`src/rtl/btn_debounce.sv`:
```
// btn_debounce: 2-FF synchronizer, stable-count debouncer and press/release pulses.
// Define BTN_AUTO_REPEAT_EN to re-pulse btn_press while a button is held.
module btn_debounce #(
    parameter int NBTN      = 4,
    parameter int DB_CYCLES = 1000000,
    parameter int REP_DELAY = 50000000,
    parameter int REP_RATE  = 10000000
) (
    input  logic            clk,
    input  logic            rst_n,
    input  logic [NBTN-1:0] btn,
    output logic [NBTN-1:0] btn_level,
    output logic [NBTN-1:0] btn_press,
    output logic [NBTN-1:0] btn_release,
    output logic [NBTN-1:0] led
);

    localparam int CW = $clog2(DB_CYCLES + 1);
    localparam logic [CW-1:0] CNT_LAST = CW'(DB_CYCLES - 1);
    localparam logic [CW-1:0] CNT_ONE  = CW'(1);

    logic [NBTN-1:0] s1_q, s1_d;
    logic [NBTN-1:0] s2_q, s2_d;
    logic [CW-1:0]   cnt_q [NBTN];
    logic [CW-1:0]   cnt_d [NBTN];
    logic [NBTN-1:0] level_q, level_d;
    logic [NBTN-1:0] press_q, press_d;
    logic [NBTN-1:0] release_q, release_d;
    logic [NBTN-1:0] rise;
    logic [NBTN-1:0] rep;

    always_comb begin
        s1_d      = btn;
        s2_d      = s1_q;
        level_d   = level_q;
        rise      = '0;
        release_d = '0;
        for (int i = 0; i < NBTN; i++) begin
            cnt_d[i] = '0;
            if (s2_q[i] != level_q[i]) begin
                if (cnt_q[i] == CNT_LAST) begin
                    level_d[i]   = s2_q[i];
                    rise[i]      = s2_q[i];
                    release_d[i] = ~s2_q[i];
                end else begin
                    cnt_d[i] = cnt_q[i] + CNT_ONE;
                end
            end
        end
    end

`ifdef BTN_AUTO_REPEAT_EN
    localparam int RMAX = (REP_DELAY > REP_RATE) ? REP_DELAY : REP_RATE;
    localparam int RW   = $clog2(RMAX + 1);
    localparam logic [RW-1:0] R_DELAY = RW'(REP_DELAY - 1);
    localparam logic [RW-1:0] R_RATE  = RW'(REP_RATE - 1);
    localparam logic [RW-1:0] R_ONE   = RW'(1);

    logic [RW-1:0]   rcnt_q [NBTN];
    logic [RW-1:0]   rcnt_d [NBTN];
    logic [NBTN-1:0] rphase_q, rphase_d;

    // rphase selects between the initial delay and the steady repeat rate
    always_comb begin
        rep      = '0;
        rphase_d = '0;
        for (int i = 0; i < NBTN; i++) begin
            rcnt_d[i] = '0;
            if (level_q[i] && level_d[i]) begin
                rphase_d[i] = rphase_q[i];
                if (rcnt_q[i] == (rphase_q[i] ? R_RATE : R_DELAY)) begin
                    rep[i]      = 1'b1;
                    rphase_d[i] = 1'b1;
                end else begin
                    rcnt_d[i] = rcnt_q[i] + R_ONE;
                end
            end
        end
    end

    always_ff @(posedge clk or negedge rst_n) begin
        if (!rst_n) begin
            rphase_q <= '0;
            for (int i = 0; i < NBTN; i++) begin
                rcnt_q[i] <= '0;
            end
        end else begin
            rphase_q <= rphase_d;
            for (int i = 0; i < NBTN; i++) begin
                rcnt_q[i] <= rcnt_d[i];
            end
        end
    end
`else
    logic unused_rep_cfg;
    assign unused_rep_cfg = (REP_DELAY > 0) ^ (REP_RATE > 0);
    assign rep = '0;
`endif

    always_comb begin
        press_d = rise | rep;
    end

    always_ff @(posedge clk or negedge rst_n) begin
        if (!rst_n) begin
            s1_q      <= '0;
            s2_q      <= '0;
            level_q   <= '0;
            press_q   <= '0;
            release_q <= '0;
            for (int i = 0; i < NBTN; i++) begin
                cnt_q[i] <= '0;
            end
        end else begin
            s1_q      <= s1_d;
            s2_q      <= s2_d;
            level_q   <= level_d;
            press_q   <= press_d;
            release_q <= release_d;
            for (int i = 0; i < NBTN; i++) begin
                cnt_q[i] <= cnt_d[i];
            end
        end
    end

    assign btn_level   = level_q;
    assign btn_press   = press_q;
    assign btn_release = release_q;
    assign led         = level_q;

endmodule

```
`config.mk`:
```
export PLATFORM = sky130hd
export DESIGN_NAME = btn_debounce
export DESIGN_NICKNAME = d
export VERILOG_FILES = /design/src/rtl/btn_debounce.sv
export SDC_FILE = /design/constraint.sdc
export NUM_CORES = 1
export LEC_CHECK = 0
export BUFFER_PORTS_ARGS = -buffer_cell sky130_fd_sc_hd__buf_2
export CAP_MARGIN = 20
export CORE_ASPECT_RATIO = 0.5
export CORE_MARGIN = 1.5
export CORE_UTILIZATION = 55
export CTS_CLUSTER_DIAMETER = 80
export DETAILED_ROUTE_END_ITERATION = 8
export HOLD_SLACK_MARGIN = 0.05
export PLACE_DENSITY = 0.75
export SETUP_SLACK_MARGIN = 0.5
export SYNTH_ARGS = -nofsm -noshare
export SYNTH_HDL_FRONTEND = slang
export SYNTH_SLANG_ARGS = --single-unit
```
`constraint.sdc`:
```
create_clock -name clk -period 1.9 [get_ports clk]
set_input_delay 0.19 -clock clk [delete_from_list [all_inputs] [get_ports clk]]
set_output_delay 0.19 -clock clk [all_outputs]
set_load 0.005 [all_outputs]
```
==> results.py, run 1 <==
metrics = {
    "timing": {
        "fin_crit_ns": 2.08,
        "fin_skew_ns": 0.00829,
        "final_hold_viol_count": 0,
        "hold_slack_ns": 0.342,
        "slew_violations": 0,
        "grt_setup_unrepaired": "true",
        "fin_ws_ns": -0.184,
        "fmaxAchievable_ghz": 0.480,
        "min_period_over_period_pct": 110,
        "timing.slew.headroom_pct": 58.2,
        "final.setup.tns_ns": -3.30,
        "finalSetupViolCount": 24,
        "worstMarginPinSlew_ns": 0.624,
    },
    "synthesis": {
        "synthDistinctLibCells": 49,
        "yosys_warnings": 0,
        "syn-num-nets": 472,
        "synth.yosys.seq_area_share_pct": 53.2,
        "synthCells": 462,
        "synth.top_cell.area_share_pct": 53.2,
        "yosys_most_used_dff": "dfrtp_1",
        "synth-edff-count": 0,
        "async_flop_share_pct": 100,
        "synth_top_area_cell": "dfrtp_1",
        "yosys-top-cells-area": "dfrtp_1, xnor2_1, nor2_1",
        "avgSynthCellArea_sq_um": 10.2,
        "synth_area_sq_mm": 0.00470,
        "synth_seq_cells": 100,
    },
    "power_and_ir_drop": {
        "p_leak_nw": 2.85,
        "p_per_area_mw_per_mm2": 619,
        "switching_share_pct": 23.2,
        "combPwrFrac_pct": 6.1,
        "p_total_w": 0.00435,
        "pwr-share-clk_pct": 43.6,
        "seqPwrFrac_pct": 50.2,
        "p_switching_w": 0.00101,
        "power.internal_w": 0.00334,
        "ir_worst_vdd_uv": 467,
    },
    "clocking": {
        "cts_buffers": 9,
        "cts_buffer_depth": 2,
        "path_clk_slew_ns": 0.07,
        "h-tree-depth": 3,
        "insertion_delay_ns": 0.35,
        "clock_sinks": 100,
        "cts-root-buf": "clkbuf_16",
        "cts_tree": "done",
    },
    "global_routing": {
        "grt_overflow_total": 0,
        "grt_pass1_vias": 4035,
        "antenna_found_initial": 0,
        "grt_pass1_wl_mm": 19.3,
        "use_met2_pct": 52.5,
        "busiest_layer": "met2",
        "use_met3_pct": 6.30,
        "grt_max_degree": 51,
        "track_usage_pct": 27.6,
        "grt_use_met1_pct": 31.3,
    },
    "min_path": {
        "worstHoldPathType": "in2async",
    },
    "drt": {
        "routedWlPerCell_um": 20.1,
        "route.vias.total": 4393,
        "drc": 0,
        "antenna_left": 0,
        "drtIter0Drc": 332,
        "drt-total-wl_mm": 14.4,
        "drtPass1Iterations": 6,
        "avgViaCountPerCell": 6.14,
    },
    "placement": {
        "dp.final_hpwl_mm": 6.74,
        "globalplace.congestion": 0.815,
        "placed_area_sq_mm": 0.00546,
        "port_buffers": 21,
    },
    "final_layout": {
        "drive_above_1_share_pct": 47.7,
        "layout_common_cells": "dfrtp_1, buf_4, xnor2_1, nor2_1, buf_6",
        "nets": 609,
        "synthToLayoutAreaGrowth_pct": 49.7,
        "utilization_pct": 86.4,
        "antenna_cells": 0,
        "mostFrequentLayoutCell": "dfrtp_1",
        "final_area_sq_mm": 0.00703,
    },
    "setup_path": {
        "path_class": "reg2reg",
        "critical_path_required_ns": 2.14,
        "start_kind": "register",
        "endpoint_kind": "register",
        "crit_arrival_ns": 2.32,
        "crit_fanout": 4,
    },
    "job": {
        "cap_violations": 0,
    },
    "floorplan": {
        "coreArea_sq_mm": 0.00814,
        "std_cell_rows": 23,
        "num_io_pins": 22,
        "die_h_um": 68.4,
        "die_width_um": 134,
        "start_util_pct": 57.7,
        "die-area_sq_mm": 0.00914,
    },
    "outcome": {
        "status": "complete, but fails checks",
        "violations": "negative setup slack",
    },
}
==> critical path, cell delays in order (launching register included) <==
cell     delay [ns]
dfrtp_1        0.39
or4_1          0.51
or4_4          0.51
or2_4          0.26
mux2_4         0.29
==> registers in the layout (all words and copies together), names as in the netlist <==
name / cells
btn_level: 4
btn_press: 4
btn_release: 4
cnt_q: 80
s1_q: 4
s2_q: 4
==> metrics by stage <==
| stage | setup WS (ns) | instances |
|---|---|---|
| finish | -0.184 | 716 |
| global route | -0.217 | 716 |
| CTS | -0.181 | 686 |
| detailed placement | -0.218 | 632 |
| global placement | -0.160 | 632 |
| floorplan | -0.163 | 462 |
==> timing repair <==
| action | CTS | global route |
|---|---|---|
| pin swaps | 32 | 25 |
| buffers inserted | 29 | 28 |
| endpoints found under the setup margin | 92 | 92 |
| hold buffers | 5 | 0 |
| endpoints found under the hold margin | 39 | 0 |
| gates resized for setup | 96 | 87 |
| cloned | 4 | 2 |
==> cell families (layout without fill, tap and decap cells) <==
| logic type | after synthesis | after routing | share of synthesized area (%) |
|---|---|---|---|
| buffers and inverters | 31 | 172 | 2.96 |
| AO/OA/AOI/OAI | 51 | 51 | 6.74 |
| XOR/XNOR | 52 | 52 | 9.69 |
| AND/OR/NAND/NOR | 219 | 220 | 25.1 |
| multiplexers | 5 | 5 | 1.25 |
| flip-flops | 100 | 100 | 53.2 |
| adder cells (fa/ha/maj) | 4 | 4 | 1.07 |
==> metal layers <==
metal / up-vias / wire length, um
li1: 1917 / -
met3: 63 / 662
met1: 2227 / 5660
met2: 186 / 7420
met4: 0 / 610
met5: - / 0
==> layout make-up <==
cell class	count	area, sq um
Clock buffer	10	239
Clock inverter	6	72.6
Fill cell	365	1110
Inverter	15	56.3
Multi-Input combinational cell	332	2860
Sequential cell	100	2510
Tap cell	112	140
Timing Repair Buffer	141	1160
==> final timing paths <==
path	slack, ns	depth (start not counted)	end	start
min in group clk	0.35	0	s2_q[0]$_DFF_PN0_	s1_q[0]$_DFF_PN0_
hold / removal	0.34	2	cnt_q[33]$_DFF_PN0_	rst_n
max in group asynchronous	0.89	3	cnt_q[60]$_DFF_PN0_	rst_n
hold reg to reg	0.35	0	s2_q[0]$_DFF_PN0_	s1_q[0]$_DFF_PN0_
setup / recovery	-0.18	4	btn_level[1]$_DFFE_PN0P_	cnt_q[51]$_DFF_PN0_
setup reg to reg	-0.18	4	btn_level[1]$_DFFE_PN0P_	cnt_q[51]$_DFF_PN0_
==> synthesized netlist by cell type, types with 2 or more instances <==
cell      count
o221ai_1      2
inv_1        15
mux2_2        3
nand3b_1      3
or4_1        14
o31ai_1       6
nand4b_1      3
dfrtp_1     100
buf_4         5
nor3b_1       9
clkbuf_1      7
nor2_1       64
o21ai_0      12
a21oi_1      21
and2_1        4
nand2b_1      2
nor4_1       12
or3_1         9
buf_2         3
nand4_1      15
ha_1          4
and3_1       12
or4b_1        2
or2_2         3
xnor2_1      35
nand2_1      20
xor2_1       17
nand3_1      28
nor3_1       12
==> power groups by stage <==
stage	Clock [W]	Combinational, W	Sequential, W
after global placement	0	0.000167	0.00222
after global routing	0.00201	0.000290	0.00219
after floorplan	0	0.0000728	0.00222
final	0.00190	0.000268	0.00219
after CTS	0.00190	0.000224	0.00219
after detailed placement	0	0.000174	0.00222
(Power assumes the default switching activity.)
==> run 2: changes to the inputs <==
Settings changed: SETUP_SLACK_MARGIN 0.5 to unset.
==> results.py, run 2 (synthesis results as in run 1) <==
metrics = {
    "timing": {
        "min_period_over_period_pct": 112,
        "final_hold_viol_count": 0,
        "fin_crit_ns": 2.12,
        "fin_skew_ns": 0.00551,
        "timing.slew.headroom_pct": 68.2,
        "finalSetupViolCount": 23,
        "hold_slack_ns": 0.271,
        "fmaxAchievable_ghz": 0.471,
        "worstMarginPinSlew_ns": 0.475,
        "grt_setup_unrepaired": "true",
        "fin_ws_ns": -0.224,
        "slew_violations": 0,
    },
    "global_routing": {
        "antenna_found_initial": 0,
        "grt_pass1_wl_mm": 16.7,
        "grt_max_degree": 43,
        "track_usage_pct": 23.7,
        "grt_pass1_vias": 3599,
        "grt_overflow_total": 0,
    },
    "final_layout": {
        "multiInputGateArea_sq_mm": 0.00224,
        "synthToLayoutAreaGrowth_pct": 29.1,
        "nets": 572,
        "mostFrequentLayoutCell": "dfrtp_1",
        "fillCellCount": 519,
        "largest_reg_flops": 80,
        "drive_above_1_share_pct": 28.4,
        "layout.cells.non_filler": 678,
        "layout_common_cells": "dfrtp_1, buf_4, nor2_1, xnor2_1, nand3_1",
        "antenna_cells": 0,
        "top_register": "cnt_q",
        "seq_area_sq_mm": 0.00250,
    },
    "setup_path": {
        "crit_arrival_ns": 2.35,
        "r2r_cells": 4,
        "cp_num_buf_inv": 0,
        "cp.depth": 4,
        "critical_path_required_ns": 2.13,
        "cp_top_family": "simple AND/OR/NAND/NOR gates",
        "crit_chain": "or4_1 -> or4_4 -> or2_4 -> mux2_4",
        "cpMaxStageDelayCell": "or4_1",
        "crit_path_max_incr_delay_ns": 0.52,
        "crit_fanout": 4,
        "path_class": "reg2reg",
        "endpoint_kind": "register",
        "start_kind": "register",
    },
    "power_and_ir_drop": {
        "seqPwrFrac_pct": 48.9,
        "power.internal_w": 0.00356,
        "p_leak_nw": 2.56,
        "p_per_area_mw_per_mm2": 736,
        "combPwrFrac_pct": 4.4,
        "ir_worst_vdd_uv": 586,
        "pwr-share-clk_pct": 46.7,
        "p_total_w": 0.00446,
        "p_switching_w": 0.000904,
        "switching_share_pct": 20.2,
    },
    "drt": {
        "drt-total-wl_mm": 10.2,
        "route.vias.total": 3793,
        "drtPass1Iterations": 5,
        "avgViaCountPerCell": 5.59,
        "antenna_left": 0,
        "drtIter0Drc": 246,
        "drc": 0,
        "routedWlPerCell_um": 15.0,
    },
    "floorplan": {
        "die_h_um": 68.4,
        "die_width_um": 134,
        "coreArea_sq_mm": 0.00814,
        "num_io_pins": 22,
        "start_util_pct": 57.7,
        "std_cell_rows": 23,
        "die-area_sq_mm": 0.00914,
    },
    "placement": {
        "globalplace.congestion": 0.801,
        "dp.cells": 648,
        "port_buffers": 21,
        "dp.final_hpwl_mm": 6.62,
        "post-place-ws_ns": -0.169,
    },
    "job": {
        "cap_violations": 0,
    },
    "min_path": {
        "worstHoldPathType": "in2async",
    },
    "outcome": {
        "status": "complete, but fails checks",
        "violations": "negative setup slack",
    },
    "clocking": {
        "cts_buffers": 9,
        "path_clk_slew_ns": 0.07,
        "h-tree-depth": 3,
        "cts_buffer_depth": 2,
        "cts_tree": "done",
        "insertion_delay_ns": 0.34,
        "clock_sinks": 100,
        "cts-root-buf": "clkbuf_16",
    },
}
## run 2: path summary, 6_finish.rpt
check,slack (ns),startpoint,endpoint
worst max register to register,-0.22,cnt_q[50]$_DFF_PN0_,btn_level[1]$_DFFE_PN0P_
min in group clk,0.35,s1_q[2]$_DFF_PN0_,s2_q[2]$_DFF_PN0_
worst min-delay path,0.27,rst_n,cnt_q[54]$_DFF_PN0_
worst max-delay path,-0.22,cnt_q[50]$_DFF_PN0_,btn_level[1]$_DFFE_PN0P_
max in group asynchronous,0.99,rst_n,cnt_q[66]$_DFF_PN0_
worst min register to register,0.35,s1_q[2]$_DFF_PN0_,s2_q[2]$_DFF_PN0_
## run 2: area by class of cell
type / instances / share of cell area (%)
flip-flops and latches: 100 / 41.3
clock buffers: 11 / 4.00
well taps: 112 / 2.31
multi-input cells: 331 / 36.9
repair buffers: 105 / 13.0
clock inverters: 4 / 1.61
inverters: 15 / 0.928
## run 2: routing by layer
layer  part of all wire (%)  vias to the layer above  wire [um]  global-route usage, %
met5                      0                        -          0                      0
met4                    1.1                        0        108                   4.76
met3                    4.2                       13        427                   6.96
met2                     47                       78       4830                   40.7
met1                     47                     1877       4830                   30.4
li1                       -                     1825          -                      -
## run 2: what timing repair did
item,4_1_cts,5_1_grt
hold endpoints to repair,23,0
gates cloned,1,1
endpoints found under the setup margin,27,46
resized for setup,9,35
hold buffers,5,0
pin swaps,1,15
buffers inserted,2,6
## run 2: power groups by stage
| stage | Clock (W) | Sequential, W | Combinational [W] |
|---|---|---|---|
| after CTS | 0.00212 | 0.00218 | 0.000189 |
| after detailed placement | 0 | 0.00222 | 0.000172 |
| after floorplan | 0 | 0.00222 | 0.0000603 |
| final | 0.00208 | 0.00218 | 0.000197 |
| after global routing | 0.00221 | 0.00218 | 0.000224 |
| after global placement | 0 | 0.00222 | 0.000168 |
## run 2: metrics by stage
step	utilization, %	setup TNS (ns)	cell area (sq um)
final	74.5	-4.20	6070
after global placement	66.7	-1.73	5430
after CTS	72.2	-2.79	5880
after global routing	74.5	-4.90	6070
after detailed placement	66.7	-2.83	5430
after floorplan	-	-1.49	4730
==> run 3: changes to the inputs <==
Settings changed: CORE_UTILIZATION 55 to 66, PLACE_DENSITY 0.75 to 0.85.
Clock period 1.9 ns to 2.5 ns, I/O delays scaled along.
==> results.py, run 3 (synthesis results as in run 1) <==
metrics = {
    "global_routing": {
        "grt_pass1_vias": 3419,
        "antenna_found_initial": 0,
        "grt_max_degree": 51,
        "grt_pass1_wl_mm": 15.6,
        "track_usage_pct": 26.0,
        "grt_overflow_total": 0,
    },
    "drt": {
        "antenna_left": 0,
        "drtIter0Drc": 242,
        "avgViaCountPerCell": 5.86,
        "routedWlPerCell_um": 14.5,
        "drt-total-wl_mm": 8.54,
        "drtPass1Iterations": 4,
        "drc": 0,
        "route.vias.total": 3449,
    },
    "final_layout": {
        "largest_reg_flops": 80,
        "nets": 502,
        "top_register": "cnt_q",
        "final_area_sq_mm": 0.00528,
        "drive_above_1_share_pct": 12.3,
        "mostFrequentLayoutCell": "dfrtp_1",
        "synthToLayoutAreaGrowth_pct": 12.4,
        "layout_common_cells": "dfrtp_1, nor2_1, xnor2_1, nand3_1, a21oi_1",
        "antenna_cells": 0,
    },
    "timing": {
        "fin_crit_ns": 2.17,
        "worstMarginPinSlew_ns": 0.644,
        "final_hold_viol_count": 0,
        "finalSetupViolCount": 0,
        "hold_slack_ns": 0.352,
        "slew_violations": 0,
        "min_period_over_period_pct": 86.7,
        "fin_ws_ns": 0.333,
        "final.setup.tns_ns": 0,
        "timing.slew.headroom_pct": 57.1,
        "grt_setup_unrepaired": "false",
        "fin_skew_ns": 0.00448,
        "fmaxAchievable_ghz": 0.461,
    },
    "setup_path": {
        "start_kind": "register",
        "crit_chain": "or4_1 -> or4_4 -> or2_4 -> mux2_4",
        "crit_path_max_incr_delay_ns": 0.52,
        "crit_fanout": 5,
        "r2r-end": "btn_level[1]$_DFFE_PN0P_",
        "endpoint_kind": "register",
        "cp_top_family": "simple AND/OR/NAND/NOR gates",
        "rrSetupSlack_ns": 0.33,
        "cp.depth": 4,
        "path_class": "reg2reg",
        "r2r_cells": 4,
        "crit_arrival_ns": 2.39,
        "r2r_start": "cnt_q[50]$_DFF_PN0_",
        "cp_num_buf_inv": 0,
        "critical_path_required_ns": 2.73,
        "cpMaxStageDelayCell": "or4_1",
    },
    "clocking": {
        "hold_buffers": 5,
        "cts-root-buf": "clkbuf_16",
        "clock_sinks": 100,
        "cts_buffers": 9,
        "insertion_delay_ns": 0.34,
        "cts_setup_buffers": 0,
        "path_clk_slew_ns": 0.07,
        "cts_buffer_depth": 2,
        "cts_resized": 0,
        "cts_tree": "done",
        "h-tree-depth": 3,
    },
    "placement": {
        "post-place-ws_ns": 0.316,
        "port_buffers": 21,
        "globalplace.congestion": 0.856,
        "dp.final_hpwl_mm": 5.78,
        "placed_area_sq_mm": 0.00492,
    },
    "floorplan": {
        "coreArea_sq_mm": 0.00678,
        "die_width_um": 122,
        "std_cell_rows": 21,
        "start_util_pct": 69.3,
        "die_h_um": 62.7,
        "die-area_sq_mm": 0.00767,
        "num_io_pins": 22,
    },
    "power_and_ir_drop": {
        "p_leak_nw": 2.18,
        "ir_worst_vdd_uv": 420,
        "p_total_w": 0.00317,
        "p_per_area_mw_per_mm2": 601,
    },
    "job": {
        "cap_violations": 0,
    },
    "min_path": {
        "hp-start": "s1_q[3]$_DFF_PN0_",
        "hold_depth": 0,
        "worstHoldPathType": "reg2reg",
        "whs_endpoint": "s2_q[3]$_DFF_PN0_",
    },
    "outcome": {
        "status": "finished clean",
    },
}
## run 3: cell types whose count changed in the layout (fill, tap and decap cells not counted), moves of 5 or more
cell	change
buf_4	-63
nor2_2	-6
or4_1	+5
buf_6	-7
or4_4	-5
nor2_1	+8
## run 3: through the flow
step	std cells	util, %
3_3_place_gp	568	72.6
6_report	589	77.9
3_5_place_dp	568	72.6
4_1_cts	589	77.9
5_1_grt	589	77.9
2_1_floorplan	462	-
## run 3: power breakdown
| group | total, W | switching (W) | leakage (nW) | internal (W) |
|---|---|---|---|---|
| logic | 0.000106 | 0.0000677 | 0.660 | 0.0000386 |
| registers | 0.00166 | 0.0000209 | 1.37 | 0.00164 |
| clock network | 0.00141 | 0.000593 | 0.151 | 0.000813 |
## run 3: final cells by class
| cell class | instances | area, sq um |
|---|---|---|
| clock buffers | 10 | 239 |
| fillers | 462 | 1500 |
| clock inverters | 6 | 71.3 |
| inverters | 15 | 56.3 |
| repair buffers | 35 | 238 |
| multi-input cells | 331 | 2060 |
| well taps | 92 | 115 |
| flip-flops and latches | 100 | 2500 |
## run 3: routing by layer
metal / vias to the layer above / track usage, % / part of all wire [%]
li1: 1694 / - / -
met3: 13 / 7.76 / 3.1
met4: 0 / 7.41 / 1.3
met1: 1687 / 35.1 / 47
met2: 55 / 41.2 / 49
met5: - / 0 / 0
## run 3: worst max path at each step
stage | slack, ns | end | start
after CTS | 0.32 | cnt_q[3]$_DFF_PN0_ | cnt_q[15]$_DFF_PN0_
final | 0.33 | btn_level[1]$_DFFE_PN0P_ | cnt_q[50]$_DFF_PN0_
after global routing | 0.16 | cnt_q[3]$_DFF_PN0_ | cnt_q[15]$_DFF_PN0_
after floorplan | 0.40 | btn_level[1]$_DFFE_PN0P_ | cnt_q[50]$_DFF_PN0_
after global placement | 0.37 | btn_level[1]$_DFFE_PN0P_ | cnt_q[50]$_DFF_PN0_
after detailed placement | 0.32 | cnt_q[3]$_DFF_PN0_ | cnt_q[15]$_DFF_PN0_
## run 3: worst register-to-register path, cell delays in order (launching register included)
cell and delay [ns]:
dfrtp_1 0.41, or4_1 0.53, or4_4 0.52, or2_4 0.30, mux2_4 0.30
